--- src/rtl/adsr_vca.sv ---
// ADSR envelope generator feeding a VCA multiply: one shaped sample per strobe.
// Envelope/state update one cycle after the strobe, the scaled sample one cycle later.
module adsr_vca (
    input  logic               clk,
    input  logic               rst_n,
    input  logic               sample_en,
    input  logic               gate,
    input  logic [15:0]        attack_rate,
    input  logic [15:0]        decay_rate,
    input  logic [15:0]        sustain_level,
    input  logic [15:0]        release_rate,
    input  logic signed [23:0] wave_in,
    output logic signed [23:0] sample_out,
    output logic               sample_valid,
    output logic [15:0]        env_level,
    output logic [2:0]         env_state,
    output logic               busy
);

    typedef enum logic [2:0] {
        S_IDLE    = 3'd0,
        S_ATTACK  = 3'd1,
        S_DECAY   = 3'd2,
        S_SUSTAIN = 3'd3,
        S_RELEASE = 3'd4
    } state_t;

    state_t             state_q, state_d;
    logic [15:0]        env_q, env_d;
    logic signed [23:0] wave_q;
    logic               pend_q;
    logic signed [23:0] out_q;
    logic               valid_q;

    logic [16:0] attack_sum, decay_diff, release_diff;
    logic [15:0] attack_env, decay_env, release_env;
    logic        do_attack, do_release;

    // Candidate envelope values for each stage; bit 16 is carry/borrow.
    assign attack_sum   = {1'b0, env_q} + {1'b0, attack_rate};
    assign decay_diff   = {1'b0, env_q} - {1'b0, decay_rate};
    assign release_diff = {1'b0, env_q} - {1'b0, release_rate};

    assign attack_env  = (attack_rate == 16'd0 || attack_sum[16]) ? 16'hFFFF : attack_sum[15:0];
    assign decay_env   = (decay_rate == 16'd0 || decay_diff[16] || decay_diff[15:0] < sustain_level)
                         ? sustain_level : decay_diff[15:0];
    assign release_env = (release_rate == 16'd0 || release_diff[16]) ? 16'd0 : release_diff[15:0];

    // Gate fall wins over any stage completion.
    assign do_release = !gate && (state_q != S_IDLE);
    assign do_attack  = gate && (state_q == S_IDLE || state_q == S_ATTACK || state_q == S_RELEASE);

    always_comb begin
        state_d = state_q;
        env_d   = env_q;
        if (do_release) begin
            env_d   = release_env;
            state_d = (release_env == 16'd0) ? S_IDLE : S_RELEASE;
        end else if (do_attack) begin
            env_d   = attack_env;
            state_d = (attack_env == 16'hFFFF) ? S_DECAY : S_ATTACK;
        end else begin
            case (state_q)
                S_DECAY: begin
                    env_d   = decay_env;
                    state_d = (decay_env == sustain_level) ? S_SUSTAIN : S_DECAY;
                end
                S_SUSTAIN: begin
                    env_d   = sustain_level;
                    state_d = S_SUSTAIN;
                end
                default: begin
                    env_d   = 16'd0;
                    state_d = S_IDLE;
                end
            endcase
        end
    end

    // |wave| * env < 2^39, so a 40-bit signed product cannot overflow.
    logic signed [39:0] wave_ext, env_ext, product;
    assign wave_ext = {{16{wave_q[23]}}, wave_q};
    assign env_ext  = {24'd0, env_q};
    assign product  = wave_ext * env_ext;

    always_ff @(posedge clk) begin
        if (!rst_n) begin
            state_q <= S_IDLE;
            env_q   <= 16'd0;
            wave_q  <= '0;
            pend_q  <= 1'b0;
            out_q   <= '0;
            valid_q <= 1'b0;
        end else begin
            pend_q  <= sample_en;
            valid_q <= pend_q;
            if (sample_en) begin
                state_q <= state_d;
                env_q   <= env_d;
                wave_q  <= wave_in;
            end
            if (pend_q) begin
                out_q <= product[39:16];
            end
        end
    end

    assign sample_out   = out_q;
    assign sample_valid = valid_q;
    assign env_level    = env_q;
    assign env_state    = state_q;
    assign busy         = (state_q != S_IDLE);

endmodule
--- config.mk ---
export PLATFORM = sky130hd
export DESIGN_NAME = adsr_vca
export DESIGN_NICKNAME = d
export VERILOG_FILES = /design/src/rtl/adsr_vca.sv
export SDC_FILE = /design/constraint.sdc
export NUM_CORES = 1
export LEC_CHECK = 0
export ABC_AREA = 1
export BUFFER_PORTS_ARGS = -buffer_cell sky130_fd_sc_hd__buf_2
export CORE_MARGIN = 2
export CORE_UTILIZATION = 50
export DETAILED_ROUTE_END_ITERATION = 10
export PLACE_DENSITY_LB_ADDON = 0.15
export SYNTH_ARGS = -nofsm -noshare
export SYNTH_HDL_FRONTEND = slang
export SYNTH_SLANG_ARGS = --single-unit
--- constraint.sdc ---
create_clock -name clk -period 17.7 [get_ports clk]
set_input_delay 2.655 -clock clk [delete_from_list [all_inputs] [get_ports clk]]
set_output_delay 2.655 -clock clk [all_outputs]
set_load 0.01 [all_outputs]
# Word level (Yosys, flattened, before mapping)
# Index checks and enable logic that the tools add are counted.
# op_classes
add_sub_neg,3
n_mux,12
n_eq_ne,6
n_lt_le_gt_ge,1
multipliers,1
n_reduce_logical,15
# ops
operator,n
16-bit 2-to-1 mux,5
16-bit zero test,4
24-bit by 17-bit multiplier with 40-bit output,1
16-bit by 16-bit subtractor with 17-bit output,2
16-bit one-hot mux with 2 select lines,1
16-bit by 16-bit adder with 17-bit output,1
16-bit == test,1
16-bit == test (second input constant),1
16-bit < comparator,1
3-bit by 2-bit == test with 1-bit output (second input constant),2
1-bit logical OR,6
3-bit 2-to-1 mux,2
2-bit 2-to-1 mux,2
2-bit one-hot mux with 2 select lines,1
3-bit by 1-bit == test with 1-bit output (second input constant),1
3-bit == test (second input constant),1
3-bit zero test,1
3-bit nonzero test,1
1-bit logical AND,2
1-bit zero test,1
1-bit 2-to-1 mux,1
# totals
in_bits,92
wordCells,44
register_bits,69
out_inout_bits,45

# Depth between registers and ports, before layout
# Gate-level depths: netlist of run 1.
# depth
word_depth,9
depth_mapped,33
ltp_nobuf,31

# Least setup slack after synthesis of run 1
# Ideal clock, no wire load.
# synth_timing
kind,reg2reg
start,reg env_q[3] (netlist: env_level[3])
end,reg out_q[23] (netlist: sample_out[23])
arrival_ns,5.933
n_path_buf,2
slack_ns,11.697
required_time_ns,17.630
setup_time_ns,0.070
period_less_slack_ns,6.003
stages_incl_launch_ff,24
path_cell_list,dfxtp_1 -> clkbuf_1 -> clkbuf_1 -> nand2_1 -> fa_1 -> fa_1 -> inv_1 -> fa_1 -> fa_1 -> fa_1 -> inv_1 -> fa_1 -> inv_1 -> ha_1 -> nand2_1 -> nor2_1 -> inv_1 -> o221ai_1 -> a31oi_1 -> nand3_1 -> nand3_1 -> nand2_1 -> or2_2 -> a21oi_1
# synth_between
elab_chain_len,1
# synth_lines
item,line,text
"start, declared",29,"logic [15:0] env_q, env_d;"
"start signal, assigned",99,env_q <= env_d;
24-bit by 17-bit multiplier with 40-bit output,84,assign product = wave_ext * env_ext;
"end signal, assigned",103,out_q <= product[39:16];
"end, declared",32,logic signed [23:0] out_q;
# No other way between the ends.
# A chain may end at the register's enable or synchronous reset.

# Worst setup path in the final report of run 1
# layout_timing
start,reg env_q[7] (netlist: env_level[7])
end,reg out_q[9] (netlist: sample_out[9])
# Same word-level chain as after synthesis.

==> results of run 1 <==
metrics by stage:
stage / cells / cell area [um2]
final: 3488 / 22100
after detailed placement: 3472 / 21700
after CTS: 3488 / 22100
after global routing: 3488 / 22100
after global placement: 3472 / 21700
after floorplan: 2908 / 20700
power breakdown:
group / leakage (nW) / internal (mW) / total [mW] / switching (mW)
Combinational: 12.1 / 0.188 / 0.519 / 0.331
Sequential: 0.569 / 0.167 / 0.207 / 0.0403
Clock: 0.159 / 0.125 / 0.211 / 0.0860
Total: 12.8 / 0.480 / 0.937 / 0.457
layer usage:
layer  share of wire  track usage  wire (um)
met1            0.43        0.400      26500
met2            0.47        0.501      28900
met3           0.067       0.0372       4120
met4           0.037        0.106       2300
met5               0            0          0
cell usage in the layout (no fill, tap or decap), types with 2 or more instances in the layout:
cell and count:
dfxtp_1 68, o21a_1 8, a21o_1 12, and2_1 3, a21oi_1 120, o221ai_1 3, ha_1 159, buf_4 20
o211ai_2 3, nand3_1 85, o221a_2 2, inv_2 3, a31oi_1 12, inv_1 770, nand3b_1 4, o21ai_0 101
nor2_1 157, o31ai_1 11, a32o_1 5, xnor2_1 24, or2_2 5, nand2_2 3, fa_1 373, xor2_1 27
bufinv_16 2, o211ai_1 19, nor3_1 9, o21bai_1 6, nand4_1 40, nor4_1 12, inv_6 2, clkbuf_16 9
buf_2 136, nand2_1 723, o21ai_1 3
worst min-delay path: cells and delay by family, from the launching register on:
family	cells	cell delay [ps]
flip-flops	1	330
buffers and inverters	1	50
AO/OA/AOI/OAI	1	80
final timing paths:
check	end	slack, ps	startpoint
worst max register to register	sample_out[9]	10790	env_level[7]
worst max-delay path	sample_out[9]	10790	env_level[7]
worst min register to register	sample_out[21]	480	sample_out[21]
worst min-delay path	sample_out[21]	480	sample_out[21]
cell type report:
cell class | count | share of cell area
multi-input cells | 1942 | 0.723
well taps | 532 | 0.0302
flip-flops and latches | 69 | 0.0626
clock buffers | 9 | 0.0102
repair buffers | 156 | 0.0376
clock inverters | 7 | 0.00476
inverters | 773 | 0.131
logic make-up (layout without fill, tap and decap cells):
group,after synthesis,in the layout
buf+inv,897,945
compound gates,313,313
flops,69,69
xor+xnor,51,51
fa+ha+maj,532,532
simple gates,1046,1046
flip-flops by register name, indices dropped and copies added (netlist names):
name and flops:
sample_valid 1, env_level 16, env_state 3, sample_out 24, pend_q 1, wave_q 24
==> run_results.csv, run 1 <==
group,metric,value,unit
outcome,status,"finished, final reports clean",
synthesis,synth_top_area_frac,0.360,
placement,hpwlAfterDp,50600,um
sta,finalHoldViolCount,0,
sta,fin_worst_skew,11.9,ps
sta,fin_hold_ws,476,ps
setup_path,critPathLaunchType,"flop",
synthesis,yosysMostFrequentCell,"inv_1",
synthesis,yosysTopAreaCell,"fa_1",
setup_path,critPathTopFamily,"adder cells",
layout,syn2layout_area_growth,6.37,%
setup_path,path_buf_inv,6,
setup_path,cp_common_cell,"fa_1",
synthesis,synthesis.nets,3532,
floorplanning,rows,74,
cts,clockBufferDepth,2,
setup_path,cpPeakStageDelay,870,ps
layout,multi_input_area,16000,um2
sta,fin_crit_sh,0.390,
hold_path,hold_depth,2,
synthesis,ys_seq_elements,69,
sta,relSlewSlack,0.124,
setup_path,slowest_stage,"dfxtp_1",
global_route,grt_max_degree,55,
synthesis,synthTopCellsByArea,"fa_1, inv_1, nand2_1, ha_1, dfxtp_1",
cts,cts_buffers,9,
floorplanning,ios,137,
synthesis,synth-edff-count,0,
setup_path,crit_chain,"buf_4 -> nand2_1 -> inv_1 -> fa_1 -> inv_1 -> fa_1 -> fa_1 -> inv_1 -> fa_1 -> fa_1 -> fa_1 -> ha_1 -> nand2_1 -> nor2_1 -> inv_1 -> o21ai_0 -> a21oi_1 -> o21bai_1 -> a21oi_1 -> or2_2 -> nand3_1 -> o211ai_1 -> inv_1",
layout,regArea,1380,um2
setup_path,ff2ff_path_depth,23,
cts,ctsResizeCount,0,
detailed_routing,ant_nets,0,
setup_path,cp_num_cells,23,
detailed_routing,drcViolationCount,0,
placement,globalplace.congestion,1.00,
floorplanning,initial_core_util,0.507,
layout,drive_gt1_frac,0.0656,
cts,cts_tree,"built",
run,max_cap_violations,0,
synthesis,syn_area,20700,um2
floorplanning,die_h,208,um
cts,clkSinkCount,69,
floorplanning,coreArea,40900,um2
cts,htreeDepth,3,
synthesis,yosysSeqAreaShare,0.0666,
floorplanning,die_area,43100,um2
power_and_ir_drop,finalPower,937,uW
hold_path,hold_path_class,"reg -> reg",
global_route,grt_pass1_vias,19500,
cts,cts_setup_buffers,0,
detailed_routing,drt_pass1_iterations,5,
cts,cts_hold_buf,0,
synthesis,synth.distinct_cells,46,
detailed_routing,wl,61800,um
placement,numPortBuffers,136,
setup_path,cp.arrival,7220,ps
global_route,grt_pass1_wl,102000,um
synthesis,synth_top_family_by_area,"adder cells",
sta,setup_viol,0,
synthesis,synth_common_cells,"inv_1, nand2_1, fa_1",
floorplanning,die_w,208,um
placement,post-place-ws,10710,ps
cts,clock_latency,380,ps
synthesis,synthSimpleGateAreaFrac,0.204,
sta,drv_slew,0,
synthesis,synth-compound-area-share,0.0877,
cts,path_clk_slew,70,ps
sta,rsz0062_at_grt,"no",
synthesis,postSynthAreaPerCell,7.14,um2
synthesis,synthMuxAreaShare,0,
layout,utilization,0.539,
sta,period_minus_slack,6910,ps
detailed_routing,vias,18600,
layout,n_fill_cell,4077,
setup_path,endpoint_kind,"flop",
synthesis,async_flop_share,0,
layout,diodes,0,
power_and_ir_drop,power_density,42.5,nW/um2
setup_path,critPathRequiredTime,18020,ps
detailed_routing,viasPerCell,5.32,
synthesis,ys.flop_type,"dfxtp_1",
global_route,grt_usage,0.299,
synthesis,synthAdderAreaFrac,0.456,
global_route,antenna_found_initial,0,
power_and_ir_drop,power.leakage,12.8,nW
detailed_routing,wire_per_inst,17.7,um
sta,worst_slack,10790,ps
setup_path,crit_fanout,20,
sta,tns,0,ps
synthesis,synth_cells,2908,
setup_path,criticalPathCategory,"reg -> reg",
sta,worst_pin_slew,1310,ps
synthesis,synth_xor_area_frac,0.0215,
detailed_routing,drtIter0Drc,1272,
sta,fmax,145,MHz
power_and_ir_drop,ir_drop,0.0438,mV
synthesis,yosysWarnings,0,
global_route,gr-total-overflow,0,
layout,final_nets,3575,
cts,cts_root_buf,"clkbuf_16",
Note: power is estimated with default switching activity, not from simulation.
==> run 2: changes to the inputs <==
==> constraint.sdc (replaced) <==
create_clock -name clk -period 6.5 [get_ports clk]
set_input_delay 0.975 -clock clk [delete_from_list [all_inputs] [get_ports clk]]
set_output_delay 0.975 -clock clk [all_outputs]
set_load 0.01 [all_outputs]
==> run_results.csv, run 2 (synthesized netlist as in run 1, its figures left out) <==
group,metric,value,unit
outcome,status,"finished, final reports clean",
floorplanning,rows,74,
floorplanning,ios,137,
power_and_ir_drop,power_density,113,nW/um2
global_route,grt_pass1_vias,19900,
cts,path_clk_slew,60,ps
sta,worst_pin_slew,1050,ps
cts,htreeDepth,3,
sta,drv_slew,0,
layout,drive_gt1_frac,0.0875,
sta,setup_viol,0,
global_route,antenna_found_initial,1,
detailed_routing,wl,62100,um
cts,cts_setup_buffers,0,
setup_path,endpoint_kind,"flop",
floorplanning,initial_core_util,0.507,
detailed_routing,drcViolationCount,0,
detailed_routing,viasPerCell,5.30,
detailed_routing,drt_pass1_iterations,8,
global_route,grt_usage,0.299,
sta,period_minus_slack,6200,ps
cts,cts_buffers,9,
detailed_routing,ant_nets,0,
detailed_routing,vias,18800,
setup_path,critPathLaunchType,"flop",
sta,fin_worst_skew,16.3,ps
setup_path,criticalPathCategory,"reg -> reg",
floorplanning,die_h,208,um
placement,post-place-ws,135,ps
setup_path,critPathRequiredTime,6740,ps
cts,clockBufferDepth,2,
global_route,grt_pass1_wl,102000,um
floorplanning,die_area,43100,um2
run,max_cap_violations,0,
placement,globalplace.congestion,0.948,
layout,diodes,0,
cts,cts_tree,"built",
layout,layout_common_cells,"inv_1, nand2_1, fa_1, ha_1, nor2_1",
sta,finalHoldViolCount,0,
detailed_routing,wire_per_inst,17.5,um
sta,fmax,161,MHz
sta,worst_slack,304,ps
hold_path,hold_path_class,"reg -> reg",
layout,final_nets,3636,
global_route,gr-total-overflow,0,
placement,hpwlAfterDp,51800,um
cts,clkSinkCount,69,
global_route,grt_max_degree,55,
layout,final_common_cell,"inv_1",
setup_path,cp.arrival,6440,ps
detailed_routing,drtIter0Drc,1256,
floorplanning,die_w,208,um
sta,tns,0,ps
sta,relSlewSlack,0.299,
cts,cts_root_buf,"clkbuf_16",
power_and_ir_drop,power.leakage,13.1,nW
placement,numPortBuffers,136,
power_and_ir_drop,ir_drop,0.148,mV
setup_path,crit_fanout,17,
floorplanning,coreArea,40900,um2
cts,clock_latency,380,ps
layout,syn2layout_area_growth,8.74,%
sta,fin_crit_sh,0.953,
## run 2: cell types whose count changed in the layout (fill, tap and decap cells not counted), sizes merged
cell | previous run | this run
clkinvlp | 1 | 2
buf | 156 | 217
inv | 776 | 774
clkinv | 1 | 2
clkbuf | 9 | 10
bufinv | 2 | 1
## run 2: worst max-delay path, cell delays in order, from the launching register on
cell and delay [ps]:
dfxtp_1 790, nand2_1 230, fa_1 550, fa_1 550, inv_1 50, fa_1 520, fa_1 470, fa_1 520
inv_1 50, fa_1 470, inv_1 50, ha_1 350, nand2_1 120, nor2_1 170, inv_1 100, nor2_1 290
inv_1 60, o21ai_0 190, buf_4 160, a31oi_1 80, xor2_1 190, a21oi_1 80
## run 2: through the flow
stage	utilization	total power, mW	cells	area (um2)	hold slack (ps)
finish	0.551	2.56	3549	22600	486
global route	0.551	2.81	3549	22600	533
CTS	0.551	2.57	3549	22500	493
detailed placement	0.543	2.03	3533	22200	479
global placement	0.543	2.00	3533	22200	469
floorplan	-	1.54	2908	20700	505
## run 2: power by group
| part | total (mW) | internal (mW) | switching, mW |
|---|---|---|---|
| clock network | 0.525 | 0.300 | 0.225 |
| logic | 1.53 | 0.566 | 0.964 |
| registers | 0.506 | 0.455 | 0.0502 |
| total | 2.56 | 1.32 | 1.24 |
## run 2: layout make-up
cell class                 count  area [um2]
fill                        4105       18400
sequential                    69        1390
tap                          532         666
timing repair buffer         217        1330
multi-input combinational   1942       16000
clock buffer                  10         229
clock inverter                 6        71.3
inverter                     773        2900
## run 2: worst paths after layout
check / depth (start not counted) / start / slack (ps) / endpoint
max: 21 / wave_q[16] / 300 / sample_out[13]
min: 2 / sample_out[9] / 490 / sample_out[9]
max reg2reg: 21 / wave_q[16] / 300 / sample_out[13]
min reg2reg: 2 / sample_out[9] / 490 / sample_out[9]
## run 2: metal layers
metal  global-route usage  share of wire
met5                    0              0
met4                0.125          0.043
met3               0.0343          0.061
met2                0.516           0.48
met1                0.383           0.42
## run 2: timing repair
action	CTS	global route
hold endpoints to repair	0	0
hold buffers	0	0
setup endpoints to repair	0	8
gates resized for setup	0	14
